[src/rtl/demux1_2_pipe_pkg.sv]
// Shared CPU datapath constants: selector polarity and skid-slot state encodings.
package cpu_pkg;

  localparam logic SEL_A = 1'b0;
  localparam logic SEL_B = 1'b1;

  typedef enum logic [1:0] {
    EMPTY = 2'd0,
    ONE   = 2'd1,
    FULL  = 2'd2
  } slot_state_t;

endpackage

[src/rtl/demux1_2_pipe_if.sv]
// Valid/ready bundle for the 1:2 demux: one steered input channel, two output channels.
interface demux1_2_pipe_if #(
  parameter int N = 32
);

  logic [N-1:0] in_data;
  logic         in_ctrl;
  logic         in_valid;
  logic         in_ready;
  logic [N-1:0] a_data;
  logic         a_valid;
  logic         a_ready;
  logic [N-1:0] b_data;
  logic         b_valid;
  logic         b_ready;

  modport master (
    output in_data, in_ctrl, in_valid, a_ready, b_ready,
    input  in_ready, a_data, a_valid, b_data, b_valid
  );

  modport slave (
    input  in_data, in_ctrl, in_valid, a_ready, b_ready,
    output in_ready, a_data, a_valid, b_data, b_valid
  );

endinterface

[src/rtl/demux1_2_pipe_skid_slot2.sv]
// Two-entry output buffer, one cycle from push to out_valid when empty.
// full depends only on registered state; out_data/out_valid hold while stalled.
module skid_slot2 #(
  parameter int N = 32
) (
  input  logic         clk,
  input  logic         rst_n,
  input  logic         push,
  input  logic [N-1:0] push_data,
  output logic         full,
  output logic         out_valid,
  output logic [N-1:0] out_data,
  input  logic         out_ready
);
  import cpu_pkg::*;

  slot_state_t  state_q, state_d;
  logic [N-1:0] head_q, head_d;
  logic [N-1:0] tail_q, tail_d;
  logic         pop;

  assign out_valid = (state_q != EMPTY);
  assign full      = (state_q == FULL);
  assign out_data  = head_q;
  assign pop       = out_valid && out_ready;

  always_ff @(posedge clk or negedge rst_n) begin
    if (!rst_n) begin
      state_q <= EMPTY;
      head_q  <= '0;
      tail_q  <= '0;
    end else begin
      state_q <= state_d;
      head_q  <= head_d;
      tail_q  <= tail_d;
    end
  end

  always_comb begin
    state_d = state_q;
    head_d  = head_q;
    tail_d  = tail_q;
    case (state_q)
      EMPTY: begin
        if (push) begin
          head_d  = push_data;
          state_d = ONE;
        end
      end
      ONE: begin
        // Push with pop replaces the head in place, keeping one-per-cycle throughput.
        if (push && pop) begin
          head_d = push_data;
        end else if (push) begin
          tail_d  = push_data;
          state_d = FULL;
        end else if (pop) begin
          state_d = EMPTY;
        end
      end
      FULL: begin
        if (pop) begin
          head_d  = tail_q;
          state_d = ONE;
        end
      end
      default: state_d = EMPTY;
    endcase
  end

endmodule

[src/rtl/demux1_2_pipe.sv]
// Registered 1:2 demux steering each input word to A (ctrl=0) or B (ctrl=1), one cycle latency.
// in_ready follows only the selected slot's registered fullness, so a stalled sink never blocks the other.
module demux1_2_pipe #(
  parameter int N = 32
) (
  input  logic            clk,
  input  logic            rst_n,
  demux1_2_pipe_if.slave  bus
);
  import cpu_pkg::*;

  logic a_full, b_full;
  logic a_push, b_push;
  logic accept;

  assign bus.in_ready = (bus.in_ctrl == SEL_A) ? !a_full : !b_full;
  assign accept       = bus.in_valid && bus.in_ready;
  assign a_push       = accept && (bus.in_ctrl == SEL_A);
  assign b_push       = accept && (bus.in_ctrl == SEL_B);

  skid_slot2 #(.N(N)) u_slot_a (
    .clk       (clk),
    .rst_n     (rst_n),
    .push      (a_push),
    .push_data (bus.in_data),
    .full      (a_full),
    .out_valid (bus.a_valid),
    .out_data  (bus.a_data),
    .out_ready (bus.a_ready)
  );

  skid_slot2 #(.N(N)) u_slot_b (
    .clk       (clk),
    .rst_n     (rst_n),
    .push      (b_push),
    .push_data (bus.in_data),
    .full      (b_full),
    .out_valid (bus.b_valid),
    .out_data  (bus.b_data),
    .out_ready (bus.b_ready)
  );

endmodule

[src/flat_wrapper.sv]
// flat-port wrapper written by rule: the top's interface ports become plain ports
module demux1_2_pipe_flat import cpu_pkg::*;
#(
  parameter int N = 32
)
  (clk, rst_n, bus_in_data, bus_in_ctrl, bus_in_valid, bus_a_ready, bus_b_ready, bus_in_ready, bus_a_data, bus_a_valid, bus_b_data, bus_b_valid);
  demux1_2_pipe_if #(.N(N)) bus_i ();
  input  logic clk;
  input  logic rst_n;
  input wire logic [$bits(bus_i.in_data)-1:0] bus_in_data;
  input wire logic [$bits(bus_i.in_ctrl)-1:0] bus_in_ctrl;
  input wire logic [$bits(bus_i.in_valid)-1:0] bus_in_valid;
  input wire logic [$bits(bus_i.a_ready)-1:0] bus_a_ready;
  input wire logic [$bits(bus_i.b_ready)-1:0] bus_b_ready;
  output wire logic [$bits(bus_i.in_ready)-1:0] bus_in_ready;
  output wire logic [$bits(bus_i.a_data)-1:0] bus_a_data;
  output wire logic [$bits(bus_i.a_valid)-1:0] bus_a_valid;
  output wire logic [$bits(bus_i.b_data)-1:0] bus_b_data;
  output wire logic [$bits(bus_i.b_valid)-1:0] bus_b_valid;
  assign bus_i.in_data = bus_in_data;
  assign bus_i.in_ctrl = bus_in_ctrl;
  assign bus_i.in_valid = bus_in_valid;
  assign bus_i.a_ready = bus_a_ready;
  assign bus_i.b_ready = bus_b_ready;
  assign bus_in_ready = bus_i.in_ready;
  assign bus_a_data = bus_i.a_data;
  assign bus_a_valid = bus_i.a_valid;
  assign bus_b_data = bus_i.b_data;
  assign bus_b_valid = bus_i.b_valid;
  demux1_2_pipe #(.N(N)) u_core (.clk(clk), .rst_n(rst_n), .bus(bus_i));
endmodule
[config.mk]
export PLATFORM = sky130hd
export DESIGN_NAME = demux1_2_pipe_flat
export DESIGN_NICKNAME = d
export VERILOG_FILES = /design/src/rtl/demux1_2_pipe_pkg.sv /design/src/rtl/demux1_2_pipe_if.sv /design/src/rtl/demux1_2_pipe_skid_slot2.sv /design/src/rtl/demux1_2_pipe.sv /design/src/flat_wrapper.sv
export SDC_FILE = /design/constraint.sdc
export NUM_CORES = 1
export LEC_CHECK = 0
export BUFFER_PORTS_ARGS = -buffer_cell sky130_fd_sc_hd__buf_4
export CAP_MARGIN = 10
export CORE_UTILIZATION = 51
export CTS_CLUSTER_SIZE = 20
export DETAILED_ROUTE_END_ITERATION = 8
export PLACE_DENSITY = 0.76
export SYNTH_ARGS = -nofsm -noshare
export SYNTH_HDL_FRONTEND = slang
export SYNTH_HIERARCHICAL = 1
export SYNTH_SLANG_ARGS = --single-unit
[constraint.sdc]
create_clock -name clk -period 2.11 [get_ports clk]
set_input_delay 0.422 -clock clk [delete_from_list [all_inputs] [get_ports clk]]
set_output_delay 0.422 -clock clk [all_outputs]
set_load 0.005 [all_outputs]
==> impl_summary.md <==
Floorplan
The y dimension of the die is about 110 um. The number of top-level design ports is ~110. The area of the die is approximately 0.013 sq mm.

The floorplan core area is about 0.012 sq mm. The initial utilization of the core area, before any placement, comes to 0.526. Row generation in the floorplan step produced 40 rows. The die outline width is 114 um.

GRT
The pin count of the biggest net entering global routing is just over 60. The via count of the first global-routing pass came to ~3700. The number of antenna violations at the first check in global routing came to 0. The global-route usage over all layers is 0.201. The first global-routing pass estimated 19600 um of wire. Global routing finished with a remaining overflow of 0.

Clock network
The number of buffers inserted by post-CTS setup repair is 0. After clock tree synthesis, the clock-pin slew on the worst setup and hold paths is 0.05 ns. In this run, CTS created clock tree buffers numbering 17.

The maximum root-to-sink buffer count is 2. For this design, the sink count on the clock tree is between 100 and 150. The tree is rooted in a sky130_fd_sc_hd__clkbuf_16.

The clock tree synthesis step divided the H-tree into 4 levels. The count of cells resized by post-cts repair is 0. The clock tree from TritonCTS is done.

The clock insertion delay at the later pin of the skew report is about 0.41 ns.

Timing
Setup repair after global routing left no endpoint under its margin. The time the worst path needs with I/O delays and setup is 2.01 ns. The worst-case setup margin in the final layout is 0.103 ns.

The setup skew after layout is 0.00605 ns. Timing would allow up to ~500 MHz. The worst-margin pin slew is 0.391 ns. The number of max-slew violations in the final report is 0. The number of hold violations in the final report was 0.

The aggregate negative setup slack is 0 ns. The number of endpoints failing setup at the final stage is 0. The worst relative slew slack is 0.739. The ratio of final minimum period to clock period is 0.951.

Power
In this run the power density over the cells is about 1200 mW/mm^2. The maximum resistive drop on vdd is 744 uV. The static power due to leakage is ~3.7 nW.

Synth
Among all flip-flop cells after synthesis, the most frequent one is sky130_fd_sc_hd__dfrtp_1. sky130_fd_sc_hd__dfrtp_1 takes more of the synthesized area than any other cell. The number of warning messages in the yosys log is 6. Of the synthesized area, sequential elements account for 0.520. In the synthesized netlist, the cells that appear most often are sky130_fd_sc_hd__dfrtp_1 (132), sky130_fd_sc_hd__mux2_4 (112), sky130_fd_sc_hd__mux2_1 (64). Yosys attributes the largest share of cell area to sky130_fd_sc_hd__dfrtp_1 (52%), sky130_fd_sc_hd__mux2_4 (26%), sky130_fd_sc_hd__mux2_1 (11%). The netlist uses 19 different library cells. The average cell area after synthesis is ~17 sq um. In this run the cell area of the synthesized design comes to between 0.006 and 0.007 sq mm.

The most used standard cell by instance count after synthesis is sky130_fd_sc_hd__dfrtp_1. The proportion of register bits with asynchronous set or reset after synthesis is 1.00. The top-area cell type share of the netlist area is 0.520. The number of enable flip-flop cells after synthesis is 0.

Synthesis produced a netlist with a net count of 413. The synthesized design contains around 130 register bits. Synthesis produced a netlist whose cell count is 375.

Layout
From synthesis to final layout, the design area changed by 25.3%. The total area of sequential cells is 0.00330 sq mm. The final net count is 531.

The number of antenna diodes in the final layout is 0. The proportion of layout cells with a drive suffix above 1 is 0.563. After filler insertion, the fill cell instance count of the layout stands at roughly 840. In the final layout, the multi-input gates occupy approximately 0.0028 sq mm.

Detailed routing
The average wire per cell in the routed design is 18.1 um. The pre-antenna-repair detailed-routing pass consisted of 4 iterations. For this block, the initial DRC count from the detailed router was 153.

Across all layers, the routed design uses 3463 vias. The DRC violation count after routing is 0. The total wire length after detailed routing is 12100 um. The number of nets with antenna violations after routing is 0. The ratio of routed vias to standard cells is 5.15.

Critical path
The largest single stage delay on the critical path is approximately 0.44 ns. The largest driver fanout on the critical path is 34. The critical path is of the reg -> out type. The data required time of the critical path is 1.69 ns. The worst setup path is launched from a flop. The family with the most delay on the worst path is flip-flops. Walking the worst path, the cells encountered are nor2b_4, buf_12, mux2i_1, buf_4.

The largest individual stage delay along the critical path comes from the cell sky130_fd_sc_hd__dfrtp_1. The sort of element at the end of the critical path is an output pin. The number of buffers and inverters on the critical path is 2.

The data arrival time of the critical path is 1.59 ns.

Job
The number of maximum-capacitance violations is 0.

Status
The flow ran to the end, and the final reports show no timing, DRC or antenna violations.

Place
The congestion estimate from routability-driven global placement came to between 0.7 and 0.8. The count of input and output buffers is about 100. The post-placement setup slack is roughly 0.14 ns. Detailed placement finished with a half-perimeter wire length of about 8100 um.

Min path
The worst hold path belongs to the class in -> reg.
[final timing paths]
kind / from / endpoint / slack, ns / depth (start not counted)
min in group asynchronous: rst_n / u_core/u_slot_b/out_data[27] / 0.47 / 2
worst min-delay path: bus_a_ready / u_core/u_slot_a/state_q[1] / 0.20 / 2
worst max-delay path: u_core/u_slot_b/state_q[0] / bus_in_ready / 0.10 / 4
max in group asynchronous: rst_n / u_core/u_slot_b/out_data[13] / 0.99 / 3
worst max register to register: u_core/u_slot_b/state_q[1] / u_core/u_slot_b/tail_q[7] / 0.11 / 6
worst min register to register: u_core/u_slot_b/tail_q[5] / u_core/u_slot_b/tail_q[5] / 0.48 / 1
[flip-flops by register name, summed over array words and instances (netlist names)]
name	flops
u_core/u_slot_a/out_data	32
u_core/u_slot_a/state_q	2
u_core/u_slot_a/tail_q	32
u_core/u_slot_b/out_data	32
u_core/u_slot_b/state_q	2
u_core/u_slot_b/tail_q	32
[final cells by class]
| cell class | instances | area share |
|---|---|---|
| flip-flops and latches | 132 | 0.415 |
| clock buffers | 26 | 0.0653 |
| repair buffers | 121 | 0.134 |
| well taps | 168 | 0.0264 |
| clock inverters | 4 | 0.00566 |
| multi-input cells | 221 | 0.354 |
[cell usage in the layout, fill, tap and decap left out, drive strengths merged]
master | synthesis | routed
nor2 | 2 | 2
a21oi | 4 | 4
dfrtp | 132 | 132
nor2b | 6 | 6
clkbuf | 0 | 27
dlygate4sd3 | 0 | 1
mux2 | 192 | 192
or2 | 2 | 2
o22ai | 2 | 2
bufinv | 0 | 1
o21ai | 2 | 2
nand2b | 2 | 2
and3b | 1 | 1
buf | 22 | 119
nor3b | 1 | 1
nand3b | 2 | 2
clkinv | 0 | 3
and2 | 2 | 2
mux2i | 3 | 3
[metal layers]
metal | routed length [um] | vias up | GRT usage
met5 | 0 | - | 0
met2 | 6210 | 64 | 0.336
met4 | 156 | 0 | 0.0860
li1 | - | 1583 | -
met3 | 384 | 13 | 0.0473
met1 | 5390 | 1803 | 0.251
[what timing repair did]
item | 4_1_cts | 5_1_grt
endpoints found under the hold margin | 27 | 0
setup endpoints to repair | 0 | 1
hold buffers | 1 | 0
[metrics by stage]
stage	util	hold WS (ns)	cell area, sq um	power (W)	std cells
final	0.660	0.200	7960	0.00917	672
after global routing	0.660	0.190	7960	0.00964	672
after floorplan	-	0.126	6350	0.00530	375
after global placement	0.610	0.374	7360	0.00631	640
after CTS	0.658	0.175	7930	0.00927	671
after detailed placement	0.610	0.374	7360	0.00645	640
[logic make-up (layout without fill, tap and decap cells)]
kind of cell | Yosys count | after routing | synth area share
buffers and inverters | 22 | 151 | 0.0426
AOI/OAI and AO/OA | 8 | 8 | 0.00788
DFF | 132 | 132 | 0.520
and+or+nand+nor | 18 | 18 | 0.0179
muxes | 195 | 195 | 0.411
[power breakdown]
part | total [W] | switching (W) | leakage, nW | internal [W]
logic | 0.00235 | 0.000732 | 1.85 | 0.00161
clock network | 0.00277 | 0.000986 | 0.282 | 0.00179
registers | 0.00405 | 0.000555 | 1.58 | 0.00349
Note: power is estimated with default switching activity, not from simulation.
